[src/rtl/cache_arbiter.sv]
// cache_arbiter: shares one cacheline adaptor between an I-cache (fills) and a D-cache (fills and writebacks).
// Revision 1.0
`default_nettype none

module cache_arbiter #(
  parameter int LINE_W = 256,
  parameter int ADDR_W = 32
) (
  input  logic              clk,
  input  logic              rst,

  input  logic              i_pmem_read,
  input  logic [ADDR_W-1:0] i_pmem_address,
  output logic              i_pmem_resp,
  output logic [LINE_W-1:0] i_pmem_rdata,

  input  logic              d_pmem_read,
  input  logic              d_pmem_write,
  input  logic [ADDR_W-1:0] d_pmem_address,
  input  logic [LINE_W-1:0] d_pmem_wdata,
  output logic              d_pmem_resp,
  output logic [LINE_W-1:0] d_pmem_rdata,

  output logic              mem_read,
  output logic              mem_write,
  output logic [ADDR_W-1:0] mem_address,
  output logic [LINE_W-1:0] mem_wdata,
  input  logic              mem_resp,
  input  logic [LINE_W-1:0] mem_rdata
);

  localparam int OFS_W = $clog2(LINE_W / 8);
  localparam logic [ADDR_W-1:0] OFFSET_MASK = ADDR_W'((64'd1 << OFS_W) - 64'd1);

  typedef enum logic [1:0] {
    IDLE   = 2'd0,
    I_BUSY = 2'd1,
    D_BUSY = 2'd2
  } state_t;

  typedef enum logic {
    GRANT_I = 1'b0,
    GRANT_D = 1'b1
  } grant_t;

  state_t             state_q;
  grant_t             last_grant_q;
  logic [ADDR_W-1:0]  addr_q;
  logic [LINE_W-1:0]  wdata_q;
  logic               mem_read_q;
  logic               mem_write_q;

  logic               i_req;
  logic               d_req;
  logic               grant_i;
  logic               grant_d;
  logic               write_d;
  logic [ADDR_W-1:0]  addr_d;

  // Arbitration decision; only meaningful in IDLE, ties go to whoever lost last time.
  always_comb begin
    i_req   = i_pmem_read;
    d_req   = d_pmem_read | d_pmem_write;
    grant_i = 1'b0;
    grant_d = 1'b0;
    if (state_q == IDLE) begin
      if (i_req && d_req) begin
        if (last_grant_q == GRANT_D) grant_i = 1'b1;
        else                         grant_d = 1'b1;
      end else if (i_req) begin
        grant_i = 1'b1;
      end else if (d_req) begin
        grant_d = 1'b1;
      end
    end
    addr_d  = (grant_i ? i_pmem_address : d_pmem_address) & ~OFFSET_MASK;
    // A D request with both read and write high is a writeback.
    write_d = grant_d & d_pmem_write;
  end

  always_ff @(posedge clk or negedge rst) begin
    if (!rst) begin
      state_q      <= IDLE;
      last_grant_q <= GRANT_D;
      addr_q       <= '0;
      wdata_q      <= '0;
      mem_read_q   <= 1'b0;
      mem_write_q  <= 1'b0;
    end else begin
      case (state_q)
        IDLE: begin
          if (grant_i) begin
            state_q      <= I_BUSY;
            last_grant_q <= GRANT_I;
            addr_q       <= addr_d;
            mem_read_q   <= 1'b1;
            mem_write_q  <= 1'b0;
          end else if (grant_d) begin
            state_q      <= D_BUSY;
            last_grant_q <= GRANT_D;
            addr_q       <= addr_d;
            if (write_d) wdata_q <= d_pmem_wdata;
            mem_read_q   <= ~write_d;
            mem_write_q  <= write_d;
          end
        end
        I_BUSY, D_BUSY: begin
          if (mem_resp) begin
            state_q     <= IDLE;
            mem_read_q  <= 1'b0;
            mem_write_q <= 1'b0;
          end
        end
        default: begin
          state_q     <= IDLE;
          mem_read_q  <= 1'b0;
          mem_write_q <= 1'b0;
        end
      endcase
    end
  end

  assign mem_read     = mem_read_q;
  assign mem_write    = mem_write_q;
  assign mem_address  = addr_q;
  assign mem_wdata    = wdata_q;

  // Response is qualified by the owning state; data is passed through unqualified.
  assign i_pmem_resp  = (state_q == I_BUSY) & mem_resp;
  assign d_pmem_resp  = (state_q == D_BUSY) & mem_resp;
  assign i_pmem_rdata = mem_rdata;
  assign d_pmem_rdata = mem_rdata;

endmodule

`default_nettype wire

[config.mk]
export PLATFORM = sky130hd
export DESIGN_NAME = cache_arbiter
export DESIGN_NICKNAME = d
export VERILOG_FILES = /design/src/rtl/cache_arbiter.sv
export SDC_FILE = /design/constraint.sdc
export NUM_CORES = 1
export LEC_CHECK = 0
export ABC_AREA = 0
export CELL_PAD_IN_SITES_DETAIL_PLACEMENT = 2
export CELL_PAD_IN_SITES_GLOBAL_PLACEMENT = 2
export CORE_AREA = 2 2 543 545
export CTS_BUF_LIST = sky130_fd_sc_hd__clkbuf_8
export DETAILED_ROUTE_END_ITERATION = 7
export DIE_AREA = 0 0 545 547
export HOLD_SLACK_MARGIN = 0.02
export PLACE_DENSITY_LB_ADDON = 0.1
export SLEW_MARGIN = 20
export SYNTH_ARGS = -nofsm -noshare
export SYNTH_HDL_FRONTEND = slang
export SYNTH_SLANG_ARGS = --single-unit
export TNS_END_PERCENT = 100
[constraint.sdc]
create_clock -name clk -period 4.85 [get_ports clk]
set_clock_uncertainty 0.05 [all_clocks]
set_input_delay 0.485 -clock clk [delete_from_list [all_inputs] [get_ports clk]]
set_output_delay 0.485 -clock clk [all_outputs]
set_load 0.03 [all_outputs]
-- Word-level counts from Yosys, hierarchy flattened
Index checks and enable logic that the tools add are counted.
- $add $sub $neg: 0
- multipliers: 0
- divide/modulo/power cells: 0
- $lt $le $gt $ge: 0
- eq/ne operators: 4
- shifts and indexed selects: 0
- mux-type cells: 25
- bitwise operators: 6
- reductions and logical operators: 7
- operators by type and width (operator ; number):
    $mux W32 ; 3
    $mux W1 ; 16
    $mux W2 ; 3
    $pmux W1 S2 ; 2
    $pmux W2 S2 ; 1
    $reduce_and A2 Y1 ; 2
    $reduce_and A4 Y1 ; 1
    $and A1 B1 Y1 ; 3
    $ne A3 B3 Y1 const B ; 1
    $eq A2 B1 Y1 const B ; 1
    $eq A2 B2 Y1 const B ; 1
    $logic_not A2 Y1 ; 1
    $ne A2 B2 Y1 const B ; 1
    $not A1 Y1 ; 2
    $reduce_bool A2 Y1 ; 1
    $reduce_or A2 Y1 ; 1
    $logic_and A1 B1 Y1 ; 1
    $or A1 B1 Y1 ; 1
- register bits: 293
- bits in latches: 0
- RAM bits: 0
- ROM bits: 0
- bits of input ports: 582
- output and inout bits: 804
- word-level logic and storage cells: 48
- memories: 0

-- Logic depth before layout (Yosys ltp)
- word-level depth: 10
- gate-level depth with buffers: 8
- mapped depth without buffers: 5

-- Worst setup path before layout
Ideal clock, no wire load.
- kind: register to register
- from: reg state_q[0]
- to: reg wdata_q[100], in the netlist mem_wdata[100]
- library setup time: 125 ps
- arrival time: 1652 ps
- data required time: 4675 ps
- path slack: 3023 ps
- stages on the path, launching flop included: 9
- path buffers: 4
- period minus slack after synthesis: 1827 ps
- path through: dfrtp_1 -> inv_1 -> ha_1 -> buf_2 -> and3_1 -> buf_6 -> buf_6 -> buf_6 -> mux2_4
- longest elaborated chain between the ends: 4
- elaborated cells on any way between the ends: 6
- classes of those cells: mux: 2; bitwise: 2; reduce/logical: 2
- RTL lines (element ; RTL line ; text):
    start, declared ; 46 ; state_t state_q;
    start signal, assigned ; 83 ; state_q <= IDLE;
    start signal, assigned ; 93 ; state_q <= I_BUSY;
    start signal, assigned ; 99 ; state_q <= D_BUSY;
    $logic_not A2 Y1 (*) ; 66, 90 ;
    $mux W1 ; 66 ; if (state_q == IDLE) begin
    $and A1 B1 Y1 / $not A1 Y1 (equally long branches) ; - ;
    $reduce_and A4 Y1 (no source line) (*) ; - ;
    end signal, assigned ; 102 ; if (write_d) wdata_q <= d_pmem_wdata;
    end, declared ; 49 ; logic [LINE_W-1:0] wdata_q;
Mark *: on every way between the ends. The rest lies on a longest branch, timed or not.
A chain may end at the register's enable or synchronous reset.

-- Final worst setup path
- from: reg state_q[0]
- to: out d_pmem_resp
- longest elaborated chain between the ends: 2
- RTL lines (element ; RTL line ; text):
    $eq A2 B2 Y1 ; 130 ; assign d_pmem_resp = (state_q == D_BUSY) & mem_resp;
    $and A1 B1 Y1 ; 130 ;
    end, declared ; 21 ; output logic d_pmem_resp,
Every way passes these cells.

==> results.json <==
{
  "max_cap_violations": 0,
  "critPathMaxStageDelay_ns": 0.79,
  "routedWlPerCell_um": 15.5,
  "path_class": "register to output port",
  "grt.overflow.total": 0,
  "cp_top_family": "buffers and inverters",
  "cts_buffers": 83,
  "fmax_mhz": 328,
  "io_pins": 1386,
  "cp_cell_sequence": "inv_1 -> ha_1 -> and2_1 -> clkdlybuf4s50_1",
  "synth.avg_cell_area_sq_um": 12.8,
  "die-area_sq_um": 298000,
  "row_count": 199,
  "synth_flop_cell": "dfrtp_1",
  "arrival_ns": 2.51,
  "start_util_pct": 5.47,
  "syn_to_final_growth_pct": 58.7,
  "ctsHoldBuffers": 85,
  "cp.required_ns": 4.32,
  "crit_path_start": "state_q[0]",
  "drt_pre_antenna_iters": 6,
  "cts_setup_buffers": 0,
  "reg2reg_slack_ns": 2.10,
  "critPathCapture": "d_pmem_resp",
  "totalWireLength_mm": 84.8,
  "yosysSeqAreaShare_pct": 45.1,
  "pre_cts_ws_ns": 1.68,
  "worst_slew_pin_slew_ns": 0.894,
  "track_usage_pct": 5.53,
  "p_leak_nw": 9.17,
  "clk_path_buf_depth": 4,
  "cp_num_buf_inv": 2,
  "grt_max_degree": 73,
  "synthCells": 1251,
  "clock-sinks": 288,
  "h-tree-depth": 3,
  "slew_violations": 0,
  "rsz0062_at_grt": "no",
  "ir_drop_mv": 0.187,
  "drive_gt1_share_pct": 25.9,
  "dp_hpwl_mm": 64.7,
  "synth_edf_count": 0,
  "worstSetupEndpointType": "output port",
  "setup_violations": 0,
  "setup_slack_ns": 1.81,
  "grt_pass1_wl_mm": 112,
  "core_sq_um": 293000,
  "final_nets": 2064,
  "hold_viol": 0,
  "r2r_cells": 5,
  "cp_max_fo": 3,
  "ant_nets": 0,
  "fin_total_pwr_mw": 17.3,
  "status": "completed",
  "drc": 0,
  "drt_iter0_drc": 312,
  "die_y_um": 547,
  "vias": 10000,
  "antenna_found_initial": 37,
  "period_needed_ns": 3.04,
  "cts-root-buf": "clkbuf_8",
  "grt_pass1_vias": 11800,
  "ys_types": 32,
  "cp.depth": 4,
  "synth-seq-cells": 288,
  "viasPerCell": 1.83,
  "hold_class": "input port to async pin",
  "r2r-end": "mem_wdata[29]",
  "syn_area_sq_um": 16000,
  "die_w_um": 545,
  "cts_tree": "yes",
  "regToRegStartpoint": "state_q[0]",
  "slew_headroom_pct": 40.4,
  "p_per_area_nw_per_um2": 683,
  "start_kind": "register",
  "place_congestion": 0.660,
  "tns_ns": 0,
  "ys_warn_count": 0,
  "critPathSlowestCell": "clkdlybuf4s50_1",
  "clk_pin_slew_ns": 0.05,
  "io_buffers": 602,
  "clock_latency_ns": 0.92,
  "fin_crit_sh_pct": 62.8,
  "postSynth.asyncResetShare_pct": 100,
  "post_cts_resized": 0
}
layer usage:
layer | wire length (um) | vias up | part of all wire (%) | global-route usage, %
met2 | 36000 | 782 | 42 | 8.24
met5 | 166 | - | 0.20 | 0
met4 | 3720 | 26 | 4.4 | 2.66
li1 | - | 4104 | - | -
met3 | 13300 | 282 | 16 | 3.78
met1 | 31700 | 4809 | 37 | 5.92
cell families after synthesis:
| family | after synthesis | share of synthesized area [%] |
|---|---|---|
| fa+ha+maj | 3 | 0.235 |
| other cells | 1 | 0.0235 |
| buf+inv | 569 | 26.8 |
| compound gates | 39 | 1.82 |
| mux | 257 | 23.2 |
| flops | 288 | 45.1 |
| simple gates | 94 | 2.79 |
worst min path at each step:
stage / from / end / slack, ns
2_1_floorplan: rst / mem_address[10] / 0.14
3_3_place_gp: last_grant_q / last_grant_q / 0.43
3_5_place_dp: last_grant_q / last_grant_q / 0.43
4_1_cts: d_pmem_wdata[111] / mem_wdata[111] / 0.02
5_1_grt: d_pmem_wdata[111] / mem_wdata[111] / 0.06
6_report: rst / mem_wdata[19] / 0.11
synthesized netlist by cell type (2+ instances only):
library cell | n | area, sq um
a21oi_1 | 2 | 10.0
and2_1 | 2 | 12.5
and3_1 | 2 | 12.5
buf_1 | 2 | 7.51
buf_2 | 10 | 50.1
buf_4 | 518 | 3890
buf_6 | 26 | 293
clkbuf_1 | 9 | 33.8
dfrtp_1 | 287 | 7180
ha_1 | 3 | 37.5
inv_1 | 4 | 15.0
mux2_2 | 38 | 428
mux2_4 | 219 | 3290
nand2_1 | 57 | 214
nand4_1 | 27 | 169
nor2b_1 | 2 | 12.5
o211ai_1 | 27 | 203
o21ai_0 | 2 | 10.0
cell usage in the layout (no fill, tap or decap), types with 10 or more instances in the layout:
| master | count |
|---|---|
| buf_4 | 10 |
| clkbuf_8 | 105 |
| clkdlybuf4s50_1 | 600 |
| dfrtp_1 | 287 |
| dlygate4sd3_1 | 85 |
| inv_1 | 32 |
| mux2_2 | 38 |
| mux2_4 | 219 |
| nand2_1 | 57 |
| nand4_1 | 27 |
| o211ai_1 | 27 |
stage by stage:
stage / std cells / area (sq um) / utilization [%] / hold slack [ns]
detailed placement: 5228 / 22900 / 7.83 / 0.434
global route: 5460 / 25400 / 8.67 / 0.0626
floorplan: 1255 / 16000 / - / 0.139
finish: 5461 / 25400 / 8.67 / 0.111
CTS: 5454 / 25400 / 8.67 / 0.0247
global placement: 5228 / 22900 / 7.83 / 0.431
where the power goes:
group / internal (mW) / switching, mW
Combinational: 4.26 / 5.16
Sequential: 3.67 / 0.754
Clock: 1.92 / 1.57
Total: 9.85 / 7.48
state kept, by name (all words and copies together), names as in the netlist:
name          flops
state_q           2
mem_write         1
mem_read          1
mem_wdata       256
mem_address      27
last_grant_q      1
final cells by class:
| class | count | area [sq um] |
|---|---|---|
| Fill cell | 34000 | 267000 |
| Tap cell | 3919 | 4900 |
| Clock inverter | 36 | 154 |
| Clock buffer | 105 | 1450 |
| Inverter | 4 | 15.0 |
| Sequential cell | 288 | 7210 |
| Multi-Input combinational cell | 398 | 4540 |
| Antenna cell | 7 | 17.5 |
| Timing Repair Buffer | 704 | 7090 |
No activity file was read; power rests on OpenSTA's default activity.
==> variant 1, RTL diff (same settings) <==
Change the parameter `LINE_W` from 256 to 128.
--- a/src/rtl/cache_arbiter.sv
+++ b/src/rtl/cache_arbiter.sv
@@ -5,3 +5,3 @@
 module cache_arbiter #(
-  parameter int LINE_W = 256,
+  parameter int LINE_W = 128,
   parameter int ADDR_W = 32
Ports: changed (5 resized); port bits go from 1386 to 746. The function was not compared with the original's and may differ.
==> variant 1 against the unedited design <==
Wire length shrank 44%; register-to-register slack lost 0.21 ns; worst hold slack gained 0.15 ns; cell area shrank 38%; largest cell class is now tap cells; synthesized area shrank 45%; setup slack gained 0.018 ns; largest power group unchanged; first-iteration DRC count shrank 52%; sequential cell count shrank 127; highest routed layer unchanged; total power shrank 47%.
==> variant 1: results <==
group,metric,value,unit
cells_and_area,seq_share,0.257,
cts,clockBufferDepth,3,
status,outcome,"completed",
cells_and_area,inverters_excl_clock,3,
global_route,first_global_vias,6493,
drt,first_pass_iters,4,
cts,hold_buffers,1,
placement,pre_cts_slack,1.78,ns
timing,layout_min_cycle_time,3.03,ns
synth,synth_common_cells,"261 x buf_4, 160 x dfrtp_1, 98 x mux2_4, 59 x nand2_1, 31 x mux2_2",
placement,numPortBuffers,349,
cells_and_area,antenna_cells,5,
cells_and_area,nClkBuffers,22,
setup_path,critPathMaxStageDelay,0.77,ns
global_route,grtUsageTotal,0.0312,
drt,wl_per_cell,9.97,um
cells_and_area,fin_cells,4755,
power_and_ir_drop,power_leakage,4.67,nW
placement,place_area,15200,sq um
cells_and_area,largest_register_ffs,128,
power_and_ir_drop,total_power,9.14,mW
cells_and_area,fill_cells,34500,
synth,synth_area_leaders,"dfrtp_1 45%, buf_4 22%, mux2_4 17%, mux2_2 3.9%, nand2_1 2.5%",
power_and_ir_drop,seqPwrFrac,0.267,
power_and_ir_drop,vdd.ir_drop.worst,0.000159,V
synth,ys_seq_area_frac,0.455,
drt,drt_iter0_markers,151,
cells_and_area,multiInputGateArea,2680,sq um
cells_and_area,buffers,360,
cells_and_area,drive_gt1_frac,0.219,
global_route,grt_pass1_wl,62100,um
cts,clock_sinks,161,
cells_and_area,fin_nets,1150,
power_and_ir_drop,p_sw_frac,0.461,
power_and_ir_drop,pwr-share-clk,0.145,
cts,clock_latency,0.63,ns
cells_and_area,clock_area_frac,0.0265,
placement,place_inst,4716,
cells_and_area,num-multi-input-gates,274,
cts,cts.clk_slew.worst_paths,0.15,ns
[variant 1: path summary, 6_finish.rpt]
| path | end | slack, ns | from | depth (start not counted) |
|---|---|---|---|---|
| max | d_pmem_resp | 1.82 | state_q[0] | 4 |
| min | mem_wdata[30] | 0.26 | rst | 2 |
| max reg2reg | mem_wdata[13] | 1.89 | state_q[0] | 5 |
| min reg2reg | mem_wdata[120] | 0.47 | mem_wdata[120] | 1 |
| max in group asynchronous | mem_address[25] | 3.12 | rst | 3 |
| min in group clk | last_grant_q | 0.30 | i_pmem_read | 2 |
[variant 1: layer usage]
layer,part of all wire,track usage
met2,0.50,0.0545
met5,0.0020,0
met1,0.38,0.0334
met3,0.098,0.0138
met4,0.021,0.00973
[variant 1: kinds of logic after synthesis]
family                   after synthesis  synth area share
buffers and inverters                297             0.247
AND/OR/NAND/NOR                       98            0.0525
AO/OA/AOI/OAI                         40            0.0356
other                                  1          0.000423
adder cells (fa/ha/maj)                3           0.00424
multiplexers                         129             0.205
flip-flops                           161             0.455
==> variant 2, RTL diff (config.mk and constraints unchanged) <==
Made on the original files. Put one more register stage on the output `mem_wdata`, without a reset. The value now appears one clock later. The other outputs are not delayed to match.
--- a/src/rtl/cache_arbiter.sv
+++ b/src/rtl/cache_arbiter.sv
@@ -125,3 +125,5 @@
   assign mem_address  = addr_q;
-  assign mem_wdata    = wdata_q;
+  always_ff @(posedge clk) begin
+    mem_wdata <= wdata_q;
+  end
 
Check against the original RTL: not settled (the Yosys comparison gave no result); the edit may change what the design does.
==> variant 2 against the unedited design <==
Critical path depth rose by 2; sequential power rose by 78%; sequential cell count rose by 256; core utilization rose by 1.9 points; sequential share of layout area rose by 11 points; setup slack improved by 0.0076 ns; wire length rose by 21%; critical path type is now register to register; synthesized area rose by 31%; combinational power fell by 3.0%; count of clock-buffer cells in the layout rose by 66; total power rose by 32%; cell count rose by 4.9%; synthesized cell count rose by 15%; cell area rose by 22%.
==> variant 2: results <==
group,metric,value,unit
status,outcome,"completed",
setup_path,reg2reg_depth,6,
setup_path,worst_ep_arrival_time,3.67,ns
power_and_ir_drop,power_leakage,11.8,nW
global_route,first_global_vias,13600,
cts,cts.clk_slew.worst_paths,0.07,ns
drt,drt_iter0_markers,326,
setup_path,critPathTopFamily,"simple AND/OR/NAND/NOR gates",
timing,tightest_slew,1.03,ns
cells_and_area,drive_gt1_frac,0.262,
worst_hold_path,hp-class,"input pin to async pin",
global_route,grt_pass1_wl,134000,um
cts,cts_root_buf,"clkbuf_8",
global_route,grtUsageTotal,0.0667,
synth,ys.flop_type,"dfrtp_1",
synth,synth-warning-count,0,
power_and_ir_drop,p_int,14.2,mW
drt,first_pass_iters,4,
cts,clock_latency,0.85,ns
synth,synth_common_cells,"517 x buf_4, 287 x dfrtp_1, 256 x dfxtp_1, 200 x mux2_4, 57 x mux2_2",
cts,clockBufferDepth,4,
placement,dpl.hpwl,77700,um
placement,numPortBuffers,602,
global_route,grt_max_degree,76,
cells_and_area,fin_nets,2278,
cells_and_area,fill_cells,33500,
cts,post_cts_buffers,0,
synth,synth_area_leaders,"dfrtp_1 34%, dfxtp_1 24%, buf_4 19%, mux2_4 14%, mux2_2 3.1%",
synth,synth_cell_type_count,31,
placement,place.gp.congestion,0.667,
cts,htreeDepth,4,
setup_path,worstPathMaxFanout,25,
drt,wl_per_cell,17.9,um
synth,synthArstFlopShare,0.529,
setup_path,cpMaxStageDelayCell,"and2_4",
global_route,antenna_found_initial,41,
drt,vias,11700,
synth,ys_seq_area_frac,0.589,
power_and_ir_drop,vdd.ir_drop.worst,0.000226,V
cts,cts_buffers,136,
setup_path,critPathMaxStageDelay,0.66,ns
variant 2: logic make-up (layout without fill, tap and decap cells):
logic type               after synthesis  after routing  share of synthesized area
AO/OA/AOI/OAI                         39             39                     0.0177
adder cells (fa/ha/maj)                3              3                    0.00179
buffers and inverters                560            915                      0.205
flip-flops                           544            544                      0.589
multiplexers                         257            257                      0.174
other                                  1             14                   0.000179
AND/OR/NAND/NOR                       37             37                     0.0115
variant 2: through the flow:
step	setup slack (ns)	cell area, sq um	power, mW	cells
after floorplan	2.92	20900	13.6	1445
after global placement	1.54	27800	17.3	5427
after detailed placement	1.47	27800	17.4	5427
after CTS	1.49	31000	23.8	5719
after global routing	1.44	31000	24.4	5723
final	1.81	31000	22.8	5728
variant 2: final timing paths:
path / start / end / slack [ns]
setup / recovery: state_q[0] / wdata_q[252] / 1.81
hold / removal: rst / wdata_q[191] / 0.17
setup reg to reg: state_q[0] / wdata_q[252] / 1.81
hold reg to reg: wdata_q[36] / mem_wdata[36] / 0.29
max in group asynchronous: rst / mem_address[16] / 3.39
min in group clk: d_pmem_wdata[142] / wdata_q[142] / 0.20
variant 2: repair_timing:
action	in CTS	in global routing
gates resized for setup	0	0
hold endpoints to repair	105	0
hold buffers	47	0
variant 2: area by class of cell:
cell class | count | area [sq um] | area share
antenna | 9 | 22.5 | 0.000726
clock buffer | 171 | 2350 | 0.0758
clock inverter | 74 | 350 | 0.0113
inverter | 4 | 15.0 | 0.000484
multi-input combinational | 341 | 4330 | 0.139
sequential | 544 | 12300 | 0.397
tap | 3919 | 4900 | 0.158
timing repair buffer | 666 | 6730 | 0.217
variant 2: power groups by stage:
stage | clock network [mW] | registers (mW) | logic (mW)
CTS | 6.35 | 7.94 | 9.47
detailed placement | 0 | 7.99 | 9.38
global placement | 0 | 7.94 | 9.40
floorplan | 0 | 10.2 | 3.37
global route | 6.49 | 8.20 | 9.68
finish | 5.81 | 7.87 | 9.15
variant 2: per-layer routing:
metal / wire length, um / track usage
met2: 45600 / 0.104
met3: 14100 / 0.0396
met1: 37100 / 0.0696
met4: 5470 / 0.0364
met5: 166 / 0
